--- src/rtl/axi_full_burst_master.sv ---
// axi_full_burst_master: command-driven AXI4 burst master with independent write and read channels
module axi_full_burst_master #(
   parameter logic [31:0] C_M_TARGET_SLAVE_BASE_ADDR = 32'h80000000,
   parameter int          C_M_AXI_ID_WIDTH           = 1,
   parameter int          C_M_AXI_ADDR_WIDTH         = 32,
   parameter int          C_M_AXI_DATA_WIDTH         = 32,
   parameter int          C_MAX_BURST_LEN            = 16
) (
   input  logic                              i_m_axi_aclk,
   input  logic                              i_m_axi_areset,
   input  logic                              i_wr_cmd_valid,
   output logic                              o_wr_cmd_ready,
   input  logic [C_M_AXI_ADDR_WIDTH-1:0]     i_wr_cmd_addr,
   input  logic [7:0]                        i_wr_cmd_len,
   input  logic [C_M_AXI_DATA_WIDTH-1:0]     i_wr_data,
   input  logic [C_M_AXI_DATA_WIDTH/8-1:0]   i_wr_strb,
   input  logic                              i_wr_data_valid,
   output logic                              o_wr_data_ready,
   output logic                              o_wr_done,
   output logic [1:0]                        o_wr_resp,
   input  logic                              i_rd_cmd_valid,
   output logic                              o_rd_cmd_ready,
   input  logic [C_M_AXI_ADDR_WIDTH-1:0]     i_rd_cmd_addr,
   input  logic [7:0]                        i_rd_cmd_len,
   output logic [C_M_AXI_DATA_WIDTH-1:0]     o_rd_data,
   output logic                              o_rd_data_last,
   output logic                              o_rd_data_valid,
   input  logic                              i_rd_data_ready,
   output logic                              o_rd_done,
   output logic [1:0]                        o_rd_resp,
   output logic                              o_m_axi_awvalid,
   input  logic                              i_m_axi_awready,
   output logic [C_M_AXI_ADDR_WIDTH-1:0]     o_m_axi_awaddr,
   output logic [C_M_AXI_ID_WIDTH-1:0]       o_m_axi_awid,
   output logic [7:0]                        o_m_axi_awlen,
   output logic [2:0]                        o_m_axi_awsize,
   output logic [1:0]                        o_m_axi_awburst,
   output logic                              o_m_axi_wvalid,
   input  logic                              i_m_axi_wready,
   output logic [C_M_AXI_DATA_WIDTH-1:0]     o_m_axi_wdata,
   output logic [C_M_AXI_DATA_WIDTH/8-1:0]   o_m_axi_wstrb,
   output logic                              o_m_axi_wlast,
   input  logic                              i_m_axi_bvalid,
   output logic                              o_m_axi_bready,
   input  logic [1:0]                        i_m_axi_bresp,
   input  logic [C_M_AXI_ID_WIDTH-1:0]       i_m_axi_bid,
   output logic                              o_m_axi_arvalid,
   input  logic                              i_m_axi_arready,
   output logic [C_M_AXI_ADDR_WIDTH-1:0]     o_m_axi_araddr,
   output logic [C_M_AXI_ID_WIDTH-1:0]       o_m_axi_arid,
   output logic [7:0]                        o_m_axi_arlen,
   output logic [2:0]                        o_m_axi_arsize,
   output logic [1:0]                        o_m_axi_arburst,
   input  logic                              i_m_axi_rvalid,
   output logic                              o_m_axi_rready,
   input  logic [C_M_AXI_DATA_WIDTH-1:0]     i_m_axi_rdata,
   input  logic [1:0]                        i_m_axi_rresp,
   input  logic                              i_m_axi_rlast,
   input  logic [C_M_AXI_ID_WIDTH-1:0]       i_m_axi_rid
);
   localparam int AW = C_M_AXI_ADDR_WIDTH;
   localparam logic [AW-1:0] BASE = AW'(C_M_TARGET_SLAVE_BASE_ADDR);
   localparam logic [2:0] SIZE = 3'($clog2(C_M_AXI_DATA_WIDTH/8));
   localparam logic [7:0] LMAX = 8'(C_MAX_BURST_LEN-1);
   typedef enum logic [1:0] {W_IDLE, W_ADDR, W_DATA, W_RESP} w_state_t;
   typedef enum logic [1:0] {R_IDLE, R_ADDR, R_DATA} r_state_t;
   w_state_t        r_w_state, w_w_next;
   r_state_t        r_r_state, w_r_next;
   logic [AW-1:0]   r_aw_addr, r_ar_addr;
   logic [7:0]      r_aw_len, r_ar_len, r_w_cnt, r_r_cnt;
   logic            r_wr_done, r_rd_done, r_r_err;
   logic [1:0]      r_wr_resp, r_rd_resp, r_r_acc;
   logic            w_w_last, w_w_hs, w_r_last, w_r_hs, w_r_bad;
   logic [1:0]      w_r_max;
   logic            w_unused;
   assign w_unused = ^{i_m_axi_bid, i_m_axi_rid};
   assign w_w_last = r_w_cnt == r_aw_len;
   assign w_w_hs   = (r_w_state == W_DATA) & i_wr_data_valid & i_m_axi_wready;
   assign w_r_last = r_r_cnt == r_ar_len;
   assign w_r_hs   = (r_r_state == R_DATA) & i_m_axi_rvalid & i_rd_data_ready;
   assign w_r_max  = (i_m_axi_rresp > r_r_acc) ? i_m_axi_rresp : r_r_acc;
   assign w_r_bad  = r_r_err | (i_m_axi_rlast != w_r_last);

   // write FSM state register
   always_ff @(posedge i_m_axi_aclk)
      r_w_state <= i_m_axi_areset ? W_IDLE : w_w_next;

   // write FSM next state
   always_comb begin
      w_w_next = r_w_state;
      unique case (r_w_state)
         W_IDLE:  w_w_next = i_wr_cmd_valid ? W_ADDR : W_IDLE;
         W_ADDR:  w_w_next = i_m_axi_awready ? W_DATA : W_ADDR;
         W_DATA:  w_w_next = (w_w_hs & w_w_last) ? W_RESP : W_DATA;
         default: w_w_next = i_m_axi_bvalid ? W_IDLE : W_RESP;
      endcase
   end

   // write FSM outputs; stream handshakes only pass through in W_DATA
   always_comb begin
      o_wr_cmd_ready  = (r_w_state == W_IDLE) & ~i_m_axi_areset;
      o_m_axi_awvalid = r_w_state == W_ADDR;
      o_m_axi_wvalid  = (r_w_state == W_DATA) & i_wr_data_valid;
      o_wr_data_ready = (r_w_state == W_DATA) & i_m_axi_wready;
      o_m_axi_wlast   = (r_w_state == W_DATA) & w_w_last;
      o_m_axi_bready  = r_w_state == W_RESP;
      o_m_axi_wdata   = i_wr_data;
      o_m_axi_wstrb   = i_wr_strb;
      o_m_axi_awaddr  = r_aw_addr;
      o_m_axi_awlen   = r_aw_len;
      o_m_axi_awid    = '0;
      o_m_axi_awsize  = SIZE;
      o_m_axi_awburst = 2'b01;
      o_wr_done       = r_wr_done;
      o_wr_resp       = r_wr_resp;
   end

   // write command latch, beat counter and completion status
   always_ff @(posedge i_m_axi_aclk) begin
      if (i_m_axi_areset) begin
         r_aw_addr <= '0;
         r_aw_len  <= '0;
         r_w_cnt   <= '0;
         r_wr_done <= 1'b0;
         r_wr_resp <= 2'b00;
      end else begin
         r_wr_done <= (r_w_state == W_RESP) & i_m_axi_bvalid;
         if ((r_w_state == W_RESP) & i_m_axi_bvalid) r_wr_resp <= i_m_axi_bresp;
         if ((r_w_state == W_IDLE) & i_wr_cmd_valid) begin
            r_aw_addr <= BASE + i_wr_cmd_addr;
            r_aw_len  <= (i_wr_cmd_len > LMAX) ? LMAX : i_wr_cmd_len;
            r_w_cnt   <= '0;
         end else if (w_w_hs) r_w_cnt <= r_w_cnt + 8'd1;
      end
   end

   // read FSM state register
   always_ff @(posedge i_m_axi_aclk)
      r_r_state <= i_m_axi_areset ? R_IDLE : w_r_next;

   // read FSM next state; the burst ends on the local beat count, not RLAST
   always_comb begin
      w_r_next = r_r_state;
      unique case (r_r_state)
         R_IDLE:  w_r_next = i_rd_cmd_valid ? R_ADDR : R_IDLE;
         R_ADDR:  w_r_next = i_m_axi_arready ? R_DATA : R_ADDR;
         default: w_r_next = (w_r_hs & w_r_last) ? R_IDLE : R_DATA;
      endcase
   end

   // read FSM outputs
   always_comb begin
      o_rd_cmd_ready  = (r_r_state == R_IDLE) & ~i_m_axi_areset;
      o_m_axi_arvalid = r_r_state == R_ADDR;
      o_m_axi_rready  = (r_r_state == R_DATA) & i_rd_data_ready;
      o_rd_data_valid = (r_r_state == R_DATA) & i_m_axi_rvalid;
      o_rd_data_last  = (r_r_state == R_DATA) & w_r_last;
      o_rd_data       = i_m_axi_rdata;
      o_m_axi_araddr  = r_ar_addr;
      o_m_axi_arlen   = r_ar_len;
      o_m_axi_arid    = '0;
      o_m_axi_arsize  = SIZE;
      o_m_axi_arburst = 2'b01;
      o_rd_done       = r_rd_done;
      o_rd_resp       = r_rd_resp;
   end

   // read command latch, beat counter, worst-response and RLAST-mismatch tracking
   always_ff @(posedge i_m_axi_aclk) begin
      if (i_m_axi_areset) begin
         r_ar_addr <= '0;
         r_ar_len  <= '0;
         r_r_cnt   <= '0;
         r_r_acc   <= 2'b00;
         r_r_err   <= 1'b0;
         r_rd_done <= 1'b0;
         r_rd_resp <= 2'b00;
      end else begin
         r_rd_done <= w_r_hs & w_r_last;
         if ((r_r_state == R_IDLE) & i_rd_cmd_valid) begin
            r_ar_addr <= BASE + i_rd_cmd_addr;
            r_ar_len  <= (i_rd_cmd_len > LMAX) ? LMAX : i_rd_cmd_len;
         end
         if ((r_r_state == R_ADDR) & i_m_axi_arready) begin
            r_r_cnt <= '0;
            r_r_acc <= 2'b00;
            r_r_err <= 1'b0;
         end else if (w_r_hs) begin
            r_r_cnt <= r_r_cnt + 8'd1;
            r_r_acc <= w_r_max;
            r_r_err <= w_r_bad;
            if (w_r_last) r_rd_resp <= w_r_bad ? 2'b10 : w_r_max;
         end
      end
   end
endmodule
--- config.mk ---
export PLATFORM = sky130hd
export DESIGN_NAME = axi_full_burst_master
export DESIGN_NICKNAME = d
export VERILOG_FILES = /design/src/rtl/axi_full_burst_master.sv
export SDC_FILE = /design/constraint.sdc
export NUM_CORES = 1
export LEC_CHECK = 0
export ABC_AREA = 1
export CELL_PAD_IN_SITES_DETAIL_PLACEMENT = 2
export CELL_PAD_IN_SITES_GLOBAL_PLACEMENT = 2
export CORE_MARGIN = 1
export CORE_UTILIZATION = 18
export CTS_CLUSTER_DIAMETER = 150
export DETAILED_ROUTE_END_ITERATION = 12
export PLACE_DENSITY_LB_ADDON = 0.2
export SLEW_MARGIN = 20
export SYNTH_ARGS = -nofsm -noshare
export SYNTH_HDL_FRONTEND = slang
export SYNTH_SLANG_ARGS = --single-unit
--- constraint.sdc ---
create_clock -name i_m_axi_aclk -period 1.8 [get_ports i_m_axi_aclk]
set_input_delay 0.36 -clock i_m_axi_aclk [delete_from_list [all_inputs] [get_ports i_m_axi_aclk]]
set_output_delay 0.36 -clock i_m_axi_aclk [all_outputs]
set_load 0.05 [all_outputs]
### Word level (Yosys, flattened, before mapping)

Cells that the tools add are included.

| word-level totals | value |
|---|---|
| register bits after elaboration | 109 |
| latch bits | 0 |
| bits in writable memories | 0 |
| ROM bits | 0 |
| input bits | 166 |
| output and inout port bits | 177 |
| word-level logic and storage cells | 66 |
| memories kept | 0 |

| cells by class | value |
|---|---|
| add/sub/neg operators | 4 |
| $mul | 0 |
| div/mod/pow operators | 0 |
| $lt $le $gt $ge | 3 |
| equality and inequality tests | 8 |
| shift operators | 0 |
| muxes and demuxes | 13 |
| bitwise gates (word level) | 19 |
| reduce and logical (&&, ||, !) cells | 5 |

Operator list:

| cell | number |
|---|---|
| $add 32x32->32 const A | 2 |
| $add 8x1->8 const B | 2 |
| $and 1x1->1 | 16 |
| $eq 8x8->1 | 2 |
| $gt 8x4->1 const B | 2 |
| $mux 8 | 2 |
| $mux 2 | 6 |
| $eq 2x2->1 const B | 3 |
| $pmux 2 s3 | 1 |
| $eq 2x1->1 const B | 2 |
| $logic_not 2->1 | 2 |
| $pmux 2 s2 | 1 |
| $reduce_or 2->1 | 2 |
| $mux 1 | 3 |
| $reduce_and 3->1 | 1 |
| $gt 2x2->1 | 1 |
| $not 1->1 | 2 |
| $ne 1x1->1 | 1 |
| $or 1x1->1 | 1 |

### Logic depth before layout (Yosys ltp)

| logic depth | value |
|---|---|
| depth after elaboration | 6 |
| gate-level depth with buffers | 12 |

### Worst setup path after synthesis

Ideal clock, no wire load.

| timing path | value |
|---|---|
| kind | register to output |
| start point | register r_aw_len[6], in the netlist o_m_axi_awlen[6] |
| end point | output o_m_axi_wlast |
| arrival time | 1.787 ns |
| data required time | 1.440 ns |
| slack | -0.347 ns |
| stages on the path, launching flop included | 7 |
| buffers on the path | 0 |
| path through | dfxtp_1 inv_1 nand2_1 nand4_1 nor3_1 nand2_1 nor2_1 |

| between the ends | value |
|---|---|
| cells in the longest elaborated chain, start to end | 2 |

RTL lines:

| what | line | RTL |
|---|---|---|
| start: declaration | 70 | `logic [7:0] r_aw_len, r_ar_len, r_w_cnt, r_r_cnt;` |
| start signal: assignment | 131 | `r_aw_len <= (i_wr_cmd_len > LMAX) ? LMAX : i_wr_cmd_len;` |
| $eq 8x8->1 | 77 | `assign w_w_last = r_w_cnt == r_aw_len;` |
| $and 1x1->1 | 105 | `o_m_axi_wlast = (r_w_state == W_DATA) & w_w_last;` |
| end: declaration | 42 | `output logic o_m_axi_wlast,` |

Every way passes these cells.

### Worst setup path in the final report

| timing path | value |
|---|---|
| start point | register r_w_cnt[6] |
| end point | output o_m_axi_wlast |

| between the ends | value |
|---|---|
| cells in the longest elaborated chain, start to end | 2 |

RTL lines:

| what | line | RTL |
|---|---|---|
| start: declaration | 70 |  |
| start signal: assignment | 133 | `end else if (w_w_hs) r_w_cnt <= r_w_cnt + 8'd1;` |
| $eq 8x8->1 | 77 |  |
| $and 1x1->1 | 105 |  |

Every way passes these cells.

==> impl_table.tex <==
\begin{tabular}{lr}
\hline
Metric & Value \\
\hline
\multicolumn{2}{l}{\textbf{Run status}} \\
Status & finished, violations left \\
Failing checks & setup timing \\
\multicolumn{2}{l}{\textbf{Place}} \\
Worst setup slack after placement & -0.214 ns \\
Total placed cells including tap cells & about 1.2k \\
Number of buffers inserted by port buffering & 192 \\
Routability-driven placement congestion ratio & 0.751 \\
DP Wirelength & between 10000 and 15000 microns \\
\multicolumn{2}{l}{\textbf{Yosys}} \\
Sequential cell area fraction in the yosys report & between 40\% and 50\% \\
Cell taking the most area after synthesis & dfxtp\_1 \\
Synth Cell Area & slightly above 5000 sq um \\
Average size of a mapped cell & 7.38 sq um \\
YS warnings & 0 \\
Synthesized netlist cell count & $\sim$680 \\
Unique cell type count in the Yosys netlist & 32 \\
Total of flip-flops plus latches after synthesis & 109 \\
Ranking of synthesized cells by area & dfxtp\_1 43\%, nor2\_1 13\%, buf\_4 12\% \\
Portion of synthesized cell area occupied by the leading cell type & 43.3\% \\
\multicolumn{2}{l}{\textbf{Worst setup path}} \\
Total number of cells along the worst setup path & 7 \\
Signal arrival time at the worst endpoint & around 1.6 ns \\
Slowest-stage cell, CP & dfxtp\_4 \\
Type of the setup path with the least slack & flip-flop to output port \\
Kind of cell adding the most delay to the critical path & simple AND/OR/NAND/NOR gates \\
Worst-path maximum fanout & 4 \\
Number of cell instances on the worst register-to-register path & 11 \\
Cell-by-cell trace of the critical path & inv\_2 > nand2\_2 > nand4\_1 > nor3\_2 > nand2\_1 > nor2\_2 > buf\_12 \\
Type of origin of the critical path & flip-flop \\
Endpoint of the most critical register-to-register path & o\_m\_axi\_arlen[7]\$\_SDFFE\_PP0P\_ \\
Delay of the slowest cell on the worst path & between 0.3 and 0.4 ns \\
Kind of capture point of the worst setup path & output port \\
Buffer and inverter count on the worst path & 2 \\
Critical path required time & 1.44 ns \\
Setup slack, reg-to-reg & 0.08 ns \\
Launching point of the worst reg2reg path & o\_m\_axi\_arlen[7]\$\_SDFFE\_PP0P\_ \\
\multicolumn{2}{l}{\textbf{STA}} \\
Hold violation total from the final report & 0 \\
Share of the clock period used by the worst path after layout & 107\% \\
Highest Clock Rate & about 520 MHz \\
Setup ws final & -0.120 ns \\
Max-slew violation count & 0 \\
Setup repair after global routing missed its margin & true \\
Final setup viols & 1 \\
Period minus WS final & a little under 2 ns \\
Setup clock skew after layout & 0.0108 ns \\
\multicolumn{2}{l}{\textbf{Clock network}} \\
Reg clk slew, reported paths & $\sim$0.080 ns \\
TritonCTS clock tree & yes \\
Clock sink count & 109 \\
Cell at the root of the clock tree & clkbuf\_16 \\
Clock buffer count from CTS & 9 \\
Number of levels the H-tree was split into & 3 \\
Post-CTS Hold Fix Bufs & 0 \\
Clk\_lat worst skew & around 0.35 ns \\
Maximum number of buffers from clock root to sink & 2 \\
\multicolumn{2}{l}{\textbf{Power and ir drop}} \\
Power consumption & 6640 uW \\
Peak supply drop & approximately 290 uV \\
Power per cell area & about 900 nW/um\^{}2 \\
Leakage Power & 0.00326 uW \\
\multicolumn{2}{l}{\textbf{Cells and area}} \\
Sequential Area & $\sim$2200 sq um \\
Layout cells sized above 1 & 27.4\% \\
Number of antenna diodes & 0 \\
Area grow syn2layout & 48.9\% \\
Area used by multi-input combinational logic & 2070 sq um \\
Number of filler instances in the final layout & between 3k and 4k \\
Post-layout net count & 1010 \\
Finished Layout Cells & between 1k and 1.5k \\
\multicolumn{2}{l}{\textbf{Global route}} \\
Most heavily used metal layer in global routing & met2 \\
Initial antenna violation count & 0 \\
Total routing resource utilization after global routing & between 10\% and 20\% \\
Leftover overflow at the end of global routing & 0 \\
Number of global-route vias before repair & 5523 \\
M3 GR Usage & 3.43\% \\
Wire length of the first global-routing pass & 29500 microns \\
Met2 usage & roughly a quarter \\
Pin count of the biggest net entering global routing & around 40 \\
Met1 Track Usage GR & between 10\% and 20\% \\
\multicolumn{2}{l}{\textbf{Floorplan}} \\
Initial core utilization & between 15 and 20\% \\
Chip Height & about 170 microns \\
Die Outline Area & roughly 29000 sq um \\
Top-level port count & approximately 340 \\
Number of placement rows & 60 \\
Die Span X & between 150 and 200 microns \\
Core region area & 27200 sq um \\
\multicolumn{2}{l}{\textbf{Routing}} \\
Average wire length per cell after detail routing & approximately 16 microns \\
Total iterations of the first detailed-routing run & 4 \\
Post-route ant nets & 0 \\
Vias after detailed routing & a little under 5k \\
Initial drt markers & approximately 130 \\
Routed wire length & around 19000 microns \\
Post-DR vias/cell & 4.04 \\
DRC Markers & 0 \\
\multicolumn{2}{l}{\textbf{Worst hold path}} \\
Hold Crit Start & o\_m\_axi\_awlen[4]\$\_SDFFE\_PP0P\_ \\
End point of the most critical hold path & o\_m\_axi\_awlen[4]\$\_SDFFE\_PP0P\_ \\
Worst hold stages & 2 \\
Type of the tightest min-delay check & flip-flop to flip-flop \\
\multicolumn{2}{l}{\textbf{Flow run}} \\
Max-cap viol count & 0 \\
\hline
\end{tabular}
-- tightest hold or removal path: cells and delay by family, from the launching register on --
| kind | cells | cell delay (ns) |
|---|---|---|
| flops | 1 | 0.33 |
| buf+inv | 1 | 0.06 |
| simple gates | 1 | 0.04 |
-- cell type report --
type                    count  area share, %
well taps                 372           6.21
clock inverters             6          0.934
clock buffers               9           3.00
inverters                  53           2.69
flip-flops and latches    109           29.7
multi-input cells         422           27.6
repair buffers            244           29.9
-- synthesized netlist by cell type --
cell	number
clkinv_1	1
inv_1	52
nor2_4	1
buf_2	11
nand2_1	70
conb_1	2
ha_1	5
dfxtp_1	109
nor2_2	1
a21oi_1	29
nor4_1	3
o21bai_1	2
clkbuf_2	1
buf_6	1
nand3_1	9
a221oi_1	1
xnor2_1	5
nor2_1	168
nor3_4	1
nand4_1	4
a211oi_1	1
xor2_1	13
o211ai_1	2
nor3b_2	1
clkbuf_1	15
nor3_1	13
o21ai_0	76
o22ai_1	1
or3_1	1
buf_1	1
nand2_2	3
buf_4	80
-- routing by layer --
layer  share of wire [%]  vias up
met4                 3.3        0
met3                 5.8       40
met5                   0        -
met2                  52      152
met1                  39     2352
li1                    -     2368
-- power by group --
| part | switching, uW | total, uW | internal, uW |
|---|---|---|---|
| registers | 114 | 2690 | 2580 |
| logic | 1180 | 1860 | 673 |
| clock network | 1000 | 2090 | 1090 |
| total | 2300 | 6640 | 4340 |
-- registers in the layout (all words and copies together) (netlist names) --
register,count
o_m_axi_araddr,32
o_m_axi_awaddr,32
r_r_err,1
r_r_acc,2
o_m_axi_arlen,8
o_m_axi_awlen,8
r_w_state,2
o_rd_done,1
r_r_state,2
o_wr_resp,2
r_r_cnt,8
r_w_cnt,8
o_wr_done,1
o_rd_resp,2
-- stage by stage --
step / hold WS [ns] / instance area (sq um) / util (%) / setup TNS (ns)
after detailed placement: 0.473 / 6930 / 25.5 / -0.588
after global placement: 0.460 / 6930 / 25.5 / -0.197
final: 0.467 / 7500 / 27.6 / -0.120
after global routing: 0.488 / 7500 / 27.6 / -0.296
after CTS: 0.487 / 7400 / 27.2 / -0.241
after floorplan: 0.449 / 5080 / - / -0.453
-- logic make-up after synthesis --
family | share of synthesized area, %
and+or+nand+nor | 22.2
buffers and inverters | 18.5
AOI/OAI and AO/OA | 11.5
DFF | 43.3
xor gates and xnor gates | 3.13
adders and majority gates | 1.24
other | 0.149
-- worst max path at each step --
stage,start,endpoint,slack [ns]
5_1_grt,o_m_axi_awlen[3]$_SDFFE_PP0P_,o_m_axi_wlast,-0.22
4_1_cts,o_m_axi_awlen[3]$_SDFFE_PP0P_,o_m_axi_wlast,-0.20
6_report,r_w_cnt[6]$_SDFFE_PP0N_,o_m_axi_wlast,-0.12
3_3_place_gp,i_m_axi_rresp[1],o_rd_resp[0]$_SDFFE_PP0P_,-0.08
3_5_place_dp,i_m_axi_rresp[1],o_rd_resp[0]$_SDFFE_PP0P_,-0.21
2_1_floorplan,i_m_axi_areset,o_rd_cmd_ready,-0.16
-- cell usage in the layout (no fill, tap or decap), types with 11 or more instances in the layout --
cell type / netlist / routed
inv_1: 52 / 40
dfxtp_2: 0 / 18
conb_1: 2 / 12
buf_12: 0 / 14
nand2_2: 3 / 16
nand2_1: 70 / 57
xor2_1: 13 / 13
buf_4: 80 / 135
o21ai_0: 76 / 76
a21oi_1: 29 / 29
dfxtp_1: 109 / 86
clkdlybuf4s50_1: 0 / 95
nor2_1: 168 / 164
inv_2: 0 / 11
-- repair_timing --
action	CTS	global route
setup buffers	14	5
pin swaps	9	13
setup endpoints to repair	2	5
gates cloned	0	0
gates resized for setup	33	31
(Power assumes the default switching activity.)
